--- config.mk ---
export PLATFORM = sky130hd
export DESIGN_NAME = sound_mix_dac
export DESIGN_NICKNAME = d
export VERILOG_FILES = /design/src/rtl/sound_pkg.sv /design/src/rtl/sound_mod.sv /design/src/rtl/sound_mix_dac.sv
export SDC_FILE = /design/constraint.sdc
export NUM_CORES = 1
export LEC_CHECK = 0
export ABC_AREA = 1
export BUFFER_PORTS_ARGS = -buffer_cell sky130_fd_sc_hd__buf_2
export CORE_MARGIN = 5
export CORE_UTILIZATION = 56
export DETAILED_ROUTE_END_ITERATION = 16
export PLACE_DENSITY_LB_ADDON = 0.15
export SYNTH_ARGS = -nofsm -noshare
export SYNTH_HDL_FRONTEND = slang
export SYNTH_HIERARCHICAL = 1
export SYNTH_SLANG_ARGS = --single-unit
export TNS_END_PERCENT = 100
--- constraint.sdc ---
create_clock -name clk -period 3.8 [get_ports clk]
set_input_delay 0.19 -clock clk [delete_from_list [all_inputs] [get_ports clk]]
set_output_delay 0.19 -clock clk [all_outputs]
set_load 0.02 [all_outputs]
--- src/rtl/sound_pkg.sv ---
// Shared constants for the sound output block: modulator mode encodings and
// the mix-width helper used to size the per-bus adders and modulators.
package sound_pkg;

    localparam logic MODE_SDM = 1'b0;
    localparam logic MODE_PWM = 1'b1;

    // Width of a bus that must hold the sum of nch unsigned dw-bit samples.
    function automatic int mix_width(input int nch, input int dw);
        return dw + $clog2(nch);
    endfunction

endpackage

--- src/rtl/sound_mod.sv ---
// Per-bus 1-bit DAC: a first-order sigma-delta and a triangle PWM both run
// continuously, and a registered mux picks which one drives the pin.
module sound_mod
    import sound_pkg::*;
#(
    parameter int SW = 10
) (
    input  logic          clk,
    input  logic          reset_n,
    input  logic [SW-1:0] mix,
    input  logic          mode,
    input  logic [SW:0]   cnt,
    output logic          sound
);

    logic [SW-1:0] acc;
    logic          sdm_bit;
    logic          pwm_bit;
    logic          phase;
    logic [SW-1:0] saw;
    logic [SW-1:0] ramp;

    // Falling ramp then rising ramp, so the high run straddles the phase boundary.
    assign phase = cnt[SW];
    assign saw   = cnt[SW-1:0];
    assign ramp  = phase ? saw : ~saw;

    always_ff @(posedge clk or negedge reset_n) begin
        if (!reset_n) begin
            acc     <= '0;
            sdm_bit <= 1'b0;
            pwm_bit <= 1'b0;
            sound   <= 1'b0;
        end else begin
            // NOTE: sequential state uses <= so every flop samples pre-edge values.
            {sdm_bit, acc} <= {1'b0, acc} + {1'b0, mix};
            pwm_bit        <= (ramp < mix);
            sound          <= (mode == MODE_PWM) ? pwm_bit : sdm_bit;
        end
    end

endmodule

--- src/rtl/sound_mix_dac.sv ---
// Multi-channel covox/beeper sound block: sample registers, panned L/R mix
// adders and a shared PWM counter feeding one modulator per output bus.
module sound_mix_dac
    import sound_pkg::*;
#(
    parameter  int NCH = 4,
    parameter  int DW  = 8,
    localparam int SW  = mix_width(NCH, DW)
) (
    input  logic           clk,
    input  logic           reset_n,
    input  logic [DW-1:0]  din,
    input  logic [NCH-1:0] ch_wr,
    input  logic           beeper_wr,
    input  logic           beeper_mux,
    input  logic [NCH-1:0] pan_l,
    input  logic [NCH-1:0] pan_r,
    input  logic           mode,
    output logic           sound_l,
    output logic           sound_r,
    output logic [SW-1:0]  mix_l,
    output logic [SW-1:0]  mix_r
);

    logic [DW-1:0] ch_val [NCH];
    logic [SW-1:0] sum_l;
    logic [SW-1:0] sum_r;
    logic [SW:0]   cnt;
    logic          beep_bit;

    assign beep_bit = beeper_mux ? din[3] : din[4];

    // NOTE: the sample registers are a handful of flops, not a RAM, so they take the async reset too.
    always_ff @(posedge clk or negedge reset_n) begin
        if (!reset_n) begin
            for (int i = 0; i < NCH; i++) ch_val[i] <= '0;
        end else begin
            for (int i = 0; i < NCH; i++) begin
                if (ch_wr[i])
                    ch_val[i] <= din;
                else if (beeper_wr)
                    ch_val[i] <= {DW{beep_bit}};
            end
        end
    end

    // Sum cannot overflow: NCH full-scale samples fit in SW bits by construction.
    always_comb begin
        // NOTE: defaults first so no path leaves the sums unassigned (no latch);
        // blocking = is correct here because this is a running combinational total.
        sum_l = '0;
        sum_r = '0;
        for (int i = 0; i < NCH; i++) begin
            if (pan_l[i]) sum_l = sum_l + SW'(ch_val[i]);
            if (pan_r[i]) sum_r = sum_r + SW'(ch_val[i]);
        end
    end

    always_ff @(posedge clk or negedge reset_n) begin
        if (!reset_n) begin
            mix_l <= '0;
            mix_r <= '0;
            cnt   <= '0;
        end else begin
            mix_l <= sum_l;
            mix_r <= sum_r;
            cnt   <= cnt + 1'b1;
        end
    end

    // One counter for both buses keeps the L and R PWM carriers phase-aligned.
    sound_mod #(.SW(SW)) u_mod_l (
        .clk     (clk),
        .reset_n (reset_n),
        .mix     (mix_l),
        .mode    (mode),
        .cnt     (cnt),
        .sound   (sound_l)
    );

    sound_mod #(.SW(SW)) u_mod_r (
        .clk     (clk),
        .reset_n (reset_n),
        .mix     (mix_r),
        .mode    (mode),
        .cnt     (cnt),
        .sound   (sound_r)
    );

endmodule

==> results by group <==
Placed design
  – Placed cell area: 7910 sq um
  – Port Buffers: 46
  – RePlAce Congestion: 0.913
  – Post-DP HPWL: 13.7 mm

Die
  – Die Span X: 126 microns
  – Core area: 13200 sq um
  – Die H: 126 microns
  – Die area: 15800 sq um
  – Num ports: 47
  – Starting Density: 0.568
  – # rows: 42

Yosys
  – Average cell area after synthesis: 7.40 sq um
  – Netlist cell types: 39
  – Post-synth EDFFs: 0
  – Synth async-reset ratio: 1.00
  – Sequential share of the synthesized area: 0.297
  – Mapped Area: 7490 sq um
  – Mapped Cells: 1012
  – #FFs+latches synth: 89
  – Ys flop type: dfrtp_1
  – Synth Warn #: 6
  – Synth Net Count: 1130

Timing
  – Final hold slack: 0.126 ns
  – RSZ-0062 raised after global routing: yes
  – Clk_skew: 0.00843 ns
  – Fin crit period: 3.71 ns
  – Finish-stage setup viols: 0
  – Slew margin rel.: 0.333
  – Final period util: 0.977
  – Fmax: 0.269 GHz
  – Final hold vios: 0
  – Max Slew Vio Count: 0
  – Worst slew pin tran: 1.00 ns

Power
  – PD cells: 594 nW/um^2
  – Peak VDD IR: 0.219 mV
  – Leak: 4.57 nW

Run status
  – Run status: finished, final reports clean

Global routing
  – Largest net degree at the start of global routing: 61
  – Vias in the first global route: 6219
  – Antenna violations before repair: 0
  – First-pass GRT wire length: 28.8 mm
  – All-Layer GR Usage: 0.221
  – Total grt overflow: 0

Route
  – DRC: 0
  – Drt wl/cell: 14.4 microns
  – Vias: 6783
  – Iteration-0 DRC Markers: 433
  – Drt pass-1 iters: 5
  – Post-Route WL: 18.2 mm
  – Via density: 5.40
  – Antenna Nets Post-Route: 0

Cells and area
  – N_diodes: 0
  – Most frequent cells in the layout: 262 x nand2_1, 143 x inv_1, 97 x nand3_1, 89 x dfrtp_1, 64 x ha_1
  – Finished Cell Area: 8740 sq um
  – FF+latch area: 2230 sq um
  – Share of layout cells above drive strength 1: 0.159
  – FILL cells: 1131
  – Multi-input gate area: 4960 sq um
  – Synth-to-Final Area Change: 16.7%
  – Most common cell after layout, fill and taps aside: nand2_1
  – Layout Nets: 1195

Setup path
  – WP data required: 4.04 ns
  – CP Capture Type: register
  – Critical Path Source Type: register
  – WP data arrival: 3.95 ns
  – CP max FO: 3
  – CP Class: register to register

CTS
  – Later-pin clock latency in the skew report: 0.34 ns
  – CTS tree: built
  – CTS buffer count: 9
  – Clk pin slew, worst setup/hold paths: 0.06 ns
  – Clk sink count: 89
  – CTS Root Cell: clkbuf_16
  – CTS max path bufs: 2
  – CTS H-tree lvls: 3

Flow run
  – Maxcap violations: 0

Worst hold path
  – Hold WC Path Type: input port to register
==> layer usage <==
layer / share of wire / up-vias / global-route usage
met4: 0.035 / 0 / 0.0861
met1: 0.44 / 3099 / 0.287
li1: - / 3465 / -
met2: 0.48 / 185 / 0.375
met5: 0 / - / 0
met3: 0.048 / 34 / 0.0322
==> metrics by stage <==
stage	total power, mW	utilization	setup slack (ns)	TNS [ns]	instances
finish	5.20	0.663	0.0876	0	1257
global route	5.67	0.663	-0.255	-0.709	1257
CTS	4.99	0.627	0.000222	0	1244
detailed placement	3.98	0.600	-0.0741	-0.135	1227
global placement	3.92	0.600	0.0599	0	1227
floorplan	3.36	-	0.0668	0	1012
==> synth_stat cells (all sizes together), types with 15 or more instances <==
cell,instances,area [sq um]
inv,149,559
nand2,278,1050
dfrtp,89,2230
xnor2,29,254
o21ai,32,175
a21oi,52,264
nor2,41,154
xor2,25,219
nand4,15,93.8
ha,85,1060
o211ai,32,240
nand3,104,531
==> worst max-delay path, cell delays in order (launching register included) <==
cell      delay [ns]
dfrtp_1         0.40
nand2_1         0.09
inv_1           0.04
ha_2            0.17
inv_2           0.06
fa_2            0.43
o21ai_2         0.16
inv_1           0.07
fa_2            0.34
nand3b_1        0.22
nand2_2         0.10
nand2_2         0.06
a21oi_2         0.14
nor2_1          0.05
nand2_1         0.09
nand3_2         0.09
and2_4          0.16
ha_4            0.27
nand2_2         0.05
nor2_1          0.09
nand2_1         0.06
o211ai_1        0.12
a21o_1          0.17
nand3_1         0.07
nand2_1         0.07
nand2_1         0.04
==> power by group <==
group / internal (mW) / total (mW) / switching [mW]
clock: 0.593 / 0.962 / 0.369
combinational: 1.16 / 2.84 / 1.68
sequential: 1.20 / 1.40 / 0.196
total: 2.95 / 5.20 / 2.24
==> state kept, by name, summed over array words and instances, names as in the netlist <==
register and count:
ch_val 32, cnt 11, mix_l 10, mix_r 10, u_mod_l/acc 10, u_mod_r/acc 10
u_mod_l/pwm_bit 1, u_mod_l/sdm_bit 1, u_mod_l/sound 1, u_mod_r/pwm_bit 1, u_mod_r/sdm_bit 1, u_mod_r/sound 1
==> cell families after synthesis <==
group / Yosys count / synth area share
adder cells (fa/ha/maj): 93 / 0.163
multiplexers: 2 / 0.00301
flip-flops: 89 / 0.297
XOR/XNOR: 54 / 0.0631
AND/OR/NAND/NOR: 459 / 0.262
buffers and inverters: 171 / 0.0930
AO/OA/AOI/OAI: 144 / 0.118
==> path summary, 6_finish.rpt <==
| kind | end | slack [ns] | cells after the start | start |
|---|---|---|---|---|
| worst max-delay path | mix_r[9]$_DFF_PN0_ | 0.09 | 25 | ch_val[24]$_DFFE_PN0P_ |
| worst min-delay path | mix_l[1]$_DFF_PN0_ | 0.13 | 3 | pan_l[3] |
| worst max register to register | mix_r[9]$_DFF_PN0_ | 0.09 | 25 | ch_val[24]$_DFFE_PN0P_ |
| worst min register to register | u_mod_r/acc[0]$_DFF_PN0_ | 0.47 | 1 | u_mod_r/acc[0]$_DFF_PN0_ |
| max in group asynchronous | cnt[1]$_DFF_PN0_ | 2.46 | 3 | reset_n |
| min in group asynchronous | u_mod_r/acc[5]$_DFF_PN0_ | 0.46 | 2 | reset_n |
==> cell type report <==
cell class / instances / area share
Inverter: 151 / 0.0648
Multi-Input combinational cell: 752 / 0.568
Clock inverter: 4 / 0.00887
Clock buffer: 11 / 0.0278
Tap cell: 176 / 0.0252
Sequential cell: 89 / 0.255
Timing Repair Buffer: 74 / 0.0510
==> what timing repair did <==
action	4_1_cts	5_1_grt
pin swaps	2	48
cloned	0	0
setup endpoints to repair	3	10
hold buffers	1	0
endpoints found under the hold margin	59	0
resized for setup	6	80
setup buffers	1	13
Note: power is estimated with default switching activity, not from simulation.
